File: src/rtl/hazard_ctrl_pkg.sv
// ============================================================================
//  Module      : hazard_ctrl_pkg
//  Description : Shared constants for the pipeline hazard controller.
//  Revision    : 1.0  initial release
// ============================================================================
`default_nettype none

package hazard_ctrl_pkg;

  localparam int REG_AW = 5;

  typedef logic [1:0] state_t;

  localparam state_t ST_RUN      = 2'd0;
  localparam state_t ST_REDIRECT = 2'd1;
  localparam state_t ST_MD_WAIT  = 2'd2;

endpackage

`default_nettype wire

File: src/rtl/hazard_cmp.sv
// ============================================================================
//  Module      : hazard_cmp
//  Description : Combinational load-use detector between the ID and EX stages.
//  Revision    : 1.0  initial release
// ============================================================================
`default_nettype none

module hazard_cmp
  import hazard_ctrl_pkg::*;
(
  input  logic [REG_AW-1:0] id_rs1,
  input  logic [REG_AW-1:0] id_rs2,
  input  logic              id_use_rs1,
  input  logic              id_use_rs2,
  input  logic [REG_AW-1:0] ex_rd,
  input  logic              ex_mem_read,
  output logic              load_use
);

  logic w_hit_rs1;
  logic w_hit_rs2;

  // x0 is hardwired to zero, so a load targeting it never creates a dependency
  assign w_hit_rs1 = id_use_rs1 && (id_rs1 == ex_rd);
  assign w_hit_rs2 = id_use_rs2 && (id_rs2 == ex_rd);
  assign load_use  = ex_mem_read && (ex_rd != '0) && (w_hit_rs1 || w_hit_rs2);

endmodule

`default_nettype wire

File: src/rtl/hazard_ctrl.sv
// ============================================================================
//  Module      : hazard_ctrl
//  Description : Pipeline stall/flush controller (load-use, redirect, mul/div).
//                Optional performance counters under HAZARD_PERF_CNT_EN.
//  Revision    : 1.0  initial release
// ============================================================================
`default_nettype none

module hazard_ctrl
  import hazard_ctrl_pkg::*;
(
  input  logic              clk,
  input  logic              reset,
  input  logic [REG_AW-1:0] id_rs1,
  input  logic [REG_AW-1:0] id_rs2,
  input  logic              id_use_rs1,
  input  logic              id_use_rs2,
  input  logic [REG_AW-1:0] ex_rd,
  input  logic              ex_mem_read,
  input  logic              ex_redirect,
  input  logic              ex_muldiv_start,
  input  logic              muldiv_done,
`ifdef HAZARD_PERF_CNT_EN
  output logic [31:0]       stall_cnt,
  output logic [31:0]       flush_cnt,
`endif
  output logic              pc_en,
  output logic              if_id_en,
  output logic              id_ex_en,
  output logic              if_id_flush,
  output logic              id_ex_flush
);

  state_t r_state;
  state_t w_next;
  logic   w_load_use;

  hazard_cmp u_cmp (
    .id_rs1      (id_rs1),
    .id_rs2      (id_rs2),
    .id_use_rs1  (id_use_rs1),
    .id_use_rs2  (id_use_rs2),
    .ex_rd       (ex_rd),
    .ex_mem_read (ex_mem_read),
    .load_use    (w_load_use)
  );

  always_comb begin
    w_next      = r_state;
    pc_en       = 1'b1;
    if_id_en    = 1'b1;
    id_ex_en    = 1'b1;
    if_id_flush = 1'b0;
    id_ex_flush = 1'b0;
    if (!reset) begin
      // Hold the whole front end idle and bubbled while in reset
      w_next      = ST_RUN;
      pc_en       = 1'b0;
      if_id_en    = 1'b0;
      id_ex_en    = 1'b0;
      if_id_flush = 1'b1;
      id_ex_flush = 1'b1;
    end else begin
      case (r_state)
        ST_RUN: begin
          if (ex_redirect) begin
            if_id_flush = 1'b1;
            id_ex_flush = 1'b1;
            w_next      = ST_REDIRECT;
          end else if (ex_muldiv_start) begin
            // A same-cycle completion needs no wait state
            if (!muldiv_done) w_next = ST_MD_WAIT;
          end else if (w_load_use) begin
            pc_en       = 1'b0;
            if_id_en    = 1'b0;
            id_ex_flush = 1'b1;
          end
        end
        ST_REDIRECT: begin
          if_id_flush = 1'b1;
          w_next      = ST_RUN;
        end
        ST_MD_WAIT: begin
          if (muldiv_done) begin
            w_next = ST_RUN;
          end else begin
            pc_en    = 1'b0;
            if_id_en = 1'b0;
            id_ex_en = 1'b0;
          end
        end
        default: w_next = ST_RUN;
      endcase
    end
  end

  always_ff @(posedge clk or negedge reset) begin
    if (!reset) r_state <= ST_RUN;
    else        r_state <= w_next;
  end

`ifdef HAZARD_PERF_CNT_EN
  logic [31:0] r_stall_cnt;
  logic [31:0] r_flush_cnt;

  always_ff @(posedge clk or negedge reset) begin
    if (!reset) begin
      r_stall_cnt <= '0;
      r_flush_cnt <= '0;
    end else begin
      if (!pc_en && (r_stall_cnt != 32'hFFFF_FFFF)) r_stall_cnt <= r_stall_cnt + 32'd1;
      if (if_id_flush && (r_flush_cnt != 32'hFFFF_FFFF)) r_flush_cnt <= r_flush_cnt + 32'd1;
    end
  end

  assign stall_cnt = r_stall_cnt;
  assign flush_cnt = r_flush_cnt;
`endif

endmodule

`default_nettype wire

File: config.mk
export PLATFORM = sky130hd
export DESIGN_NAME = hazard_ctrl
export DESIGN_NICKNAME = d
export VERILOG_FILES = /design/src/rtl/hazard_ctrl_pkg.sv /design/src/rtl/hazard_cmp.sv /design/src/rtl/hazard_ctrl.sv
export SDC_FILE = /design/constraint.sdc
export NUM_CORES = 1
export LEC_CHECK = 0
export ABC_CLOCK_PERIOD_IN_PS = 3900
export CORE_AREA = 10 10 47 49
export CTS_BUF_LIST = sky130_fd_sc_hd__clkbuf_8 sky130_fd_sc_hd__clkbuf_16
export DETAILED_ROUTE_END_ITERATION = 12
export DIE_AREA = 0 0 57 59
export PLACE_DENSITY = 0.57
export REMOVE_ABC_BUFFERS = 1
export SLEW_MARGIN = 15
export SYNTH_ARGS = -nofsm -noshare
export SYNTH_HDL_FRONTEND = slang
export SYNTH_HIERARCHICAL = 1
export SYNTH_SLANG_ARGS = --single-unit
export TNS_END_PERCENT = 50
File: constraint.sdc
create_clock -name clk -period 3.9 [get_ports clk]
set_input_delay 0.78 -clock clk [delete_from_list [all_inputs] [get_ports clk]]
set_output_delay 0.78 -clock clk [all_outputs]
set_load 0.005 [all_outputs]
==> summary.log <==
[setup_path] total buffers and inverters traversed by the critical path 2
[route] final wirelength 964 µm
[setup_path] cell type with the highest occurrence count on the critical path clkdlybuf4s50_1
[placed_design] HPWL after detailed placement 883 µm
[grt] maximum number of pins on one net before global-route repair 8
[die] die outline area 3360 µm²
[layout] commonest cells after routing, fill and taps aside clkdlybuf4s50_1 (27), xor2_1 (8), nor2_1 (4), nand2_1 (3), clkbuf_8 (3)
[power_and_ir_drop] switching power share of the total 20.7%
[grt] global-route usage over all layers 5.58%
[setup_path] crit path cell chain clkdlybuf4s50_1, xor2_1, nor4_2, nand3_1, a21oi_1, nor2b_1, nand2_1, o21a_1, clkdlybuf4s50_1
[sta] RSZ-0062 raised after global routing false
[power_and_ir_drop] Pwr Density 256 nW/µm²
[yosys] number of synthesized register bits 2
[sta] number of max-slew violations in the final report 0
[setup_path] Setup Crit Path Kind input pin to output port
[setup_path] worst-path maximum fanout 3
[yosys] cell types occupying the most area after synthesis xor2_1 (26%), dfrtp_1 (19%), xnor2_1 (6.5%)
[layout] Regs by FF count r_state (2)
[die] die span in y 59 µm
[layout] most frequent standard cell in the layout excluding fill and tap cells clkdlybuf4s50_1
[setup_path] type of element launching the critical path input pin
[clock_tree] clock root buffer clkbuf_8
[yosys] cell area after synthesis 268 µm²
[sta] fmax 275 MHz
[placed_design] Placer Congestion 0.686
[layout] post-layout util 42.2%
[die] Starting Density 19.1%
[route] detailed-routing iteration count for the pre-antenna-repair pass 2
[grt] vias in the first global route 407
[grt] first-pass GRT wire length 1.58 mm
[sta] setup violation total in the final timing report 0
[die] area inside the core boundary 1400 µm²
[clock_tree] number of buffers on the longest clock path 2
[route] wire length per cell 12.1 µm
[yosys] cell count after synthesis 35
[grt] number of antenna violations at the first check in global routing 0
[power_and_ir_drop] Comb power frac 32.5%
[setup_path] cell with the largest stage delay on the worst path clkdlybuf4s50_1
[sta] minimum period implied by the final worst setup slack 3.63 ns
[layout] signed area change from the synthesized netlist to the final layout 121%
[placed_design] DP Area 551 µm²
[power_and_ir_drop] Internal Dissipation 0.000120 W
[power_and_ir_drop] NetSw 0.0000313 W
[die] horizontal die dimension 57 µm
[yosys] Yosys Warn Count 6
[setup_path] endpoint arrival time on the critical path 2.85 ns
[yosys] sequential element share of the synthesized area 18.7%
[power_and_ir_drop] share of total power in sequential cells 15.0%
[worst_hold_path] Worst Hold Class flop to flop
[sta] hold violation count in the final report 0
[yosys] top cell type's share of synthesized area 26.2%
[route] count of routing violations after the opening detailed-route iteration 1
[clock_tree] Post-CTS Repair Setup Buffers 0
[layout] Diodes inserted 0
[setup_path] delay of the slowest critical-path stage 0.46 ns
[clock_tree] CTS tree yes
[placed_design] PortBufs 27
[power_and_ir_drop] Peak supply drop 0.130 mV
[layout] fraction of final layout cells with drive strength greater than 1 7.81%
[sta] summed negative setup slack over all endpoints 0 ns
[sta] worst slew slack as a fraction of its limit 84.2%
[clock_tree] Num CTS Buffers 3
[clock_tree] hold buffers post-CTS 0
[yosys] syn avg cell area 7.65 µm²
[clock_tree] H-tree depth reported by CTS 1
[flow_run] MaxCap Viol Count 0
[layout] register with the most flip-flops r_state
[clock_tree] Resized Gates After CTS 0
[sta] post-route clock skew 0.000735 ns
[status] status finished, final reports clean
[clock_tree] clock-pin slew on the worst setup and hold paths 0.03 ns
[layout] flip-flop count of the largest register after layout 2
[route] total number of vias 360
[route] detail-routed via count per cell 4.50
[setup_path] critical path's top delay family buffers and inverters
[power_and_ir_drop] total leakage power 0.231 nW
[power_and_ir_drop] clock power share 52.5%
[die] boundary pin count 28
[setup_path] Worst Setup End Kind output port
[yosys] distinct cell type count after synthesis 18
[route] DR DRC count 0
[clock_tree] clock latency of the later-clocked register in the worst-skew pair 0.21 ns
[route] antenna viol nets, final 0
[sta] final clock period utilization by the worst path 93.1%
[sta] transition time at the pin with the least slew margin 0.235 ns
[layout] final non-filler cell area 592 µm²
[die] FP Rows 14
[clock_tree] Num Clock Sinks 2
[layout] number of nets in the layout 89
[yosys] library cell with the largest summed area after synthesis xor2_1
[grt] remaining global-route overflow 0
[setup_path] required time at the worst-slack endpoint 3.12 ns
layout make-up:
cell class	instances	area, µm²
Timing Repair Buffer	27	270
Tap cell	16	20.0
Multi-Input combinational cell	31	206
Sequential cell	2	50.0
Inverter	1	3.75
Fill cell	159	810
Clock buffer	3	41.3
metrics by stage:
step                      setup WS, ns  std cells  hold slack (ns)  total power (W)
after global routing            0.0737         80            0.592         0.000158
after global placement           0.295         77            0.565        0.0000725
after CTS                        0.241         80            0.570         0.000155
after detailed placement         0.250         77            0.568        0.0000727
final                            0.269         80            0.561         0.000151
after floorplan                   1.33         34            0.484        0.0000379
layer usage:
| metal | GRT usage (%) | wire length (µm) |
|---|---|---|
| met3 | 5.15 | 232 |
| met4 | 3.02 | 0 |
| met2 | 9.46 | 398 |
| met5 | 0 | 0 |
| met1 | 4.18 | 333 |
power groups by stage:
stage          logic [W]  registers [W]  clock network, W
6_report       0.0000491      0.0000227         0.0000794
5_1_grt        0.0000537      0.0000228         0.0000819
4_1_cts        0.0000500      0.0000227         0.0000821
3_5_place_dp   0.0000498      0.0000229                 0
3_3_place_gp   0.0000497      0.0000229                 0
2_1_floorplan  0.0000152      0.0000227                 0
kinds of logic (layout without fill, tap and decap cells):
group | after synthesis | after routing | synth area share, %
AND/OR/NAND/NOR | 14 | 14 | 28.0
XOR/XNOR | 10 | 10 | 32.7
AO/OA/AOI/OAI | 7 | 7 | 16.4
flip-flops | 2 | 2 | 18.7
buffers and inverters | 2 | 31 | 4.21
cells in the mapped netlist:
master / number
xor2_1: 8
nor2_1: 4
nand2_1: 3
a21oi_1: 2
dfrtp_1: 2
nand3_1: 2
o21ai_0: 2
xnor2_1: 2
a21boi_2: 1
and3_1: 1
buf_4: 1
inv_1: 1
nor2b_1: 1
nor4_1: 1
nor4_2: 1
o21a_1: 1
o21ai_1: 1
or4_1: 1
final timing paths:
path / startpoint / endpoint / slack [ns] / cells past startpoint
worst max-delay path: ex_rd[0] / pc_en / 0.27 / 9
worst min-delay path: r_state[0] / r_state[1] / 0.56 / 3
worst max register to register: r_state[1] / r_state[0] / 3.09 / 2
worst min register to register: r_state[0] / r_state[1] / 0.56 / 3
max in group asynchronous: reset / r_state[0] / 2.92 / 1
min in group asynchronous: reset / r_state[1] / 0.80 / 1
worst reg2reg max path, stage by stage (launching register included):
cell	delay [ns]
dfrtp_1	0.40
nor2_1	0.16
and3_1	0.18
No activity file was read; power rests on OpenSTA's default activity.
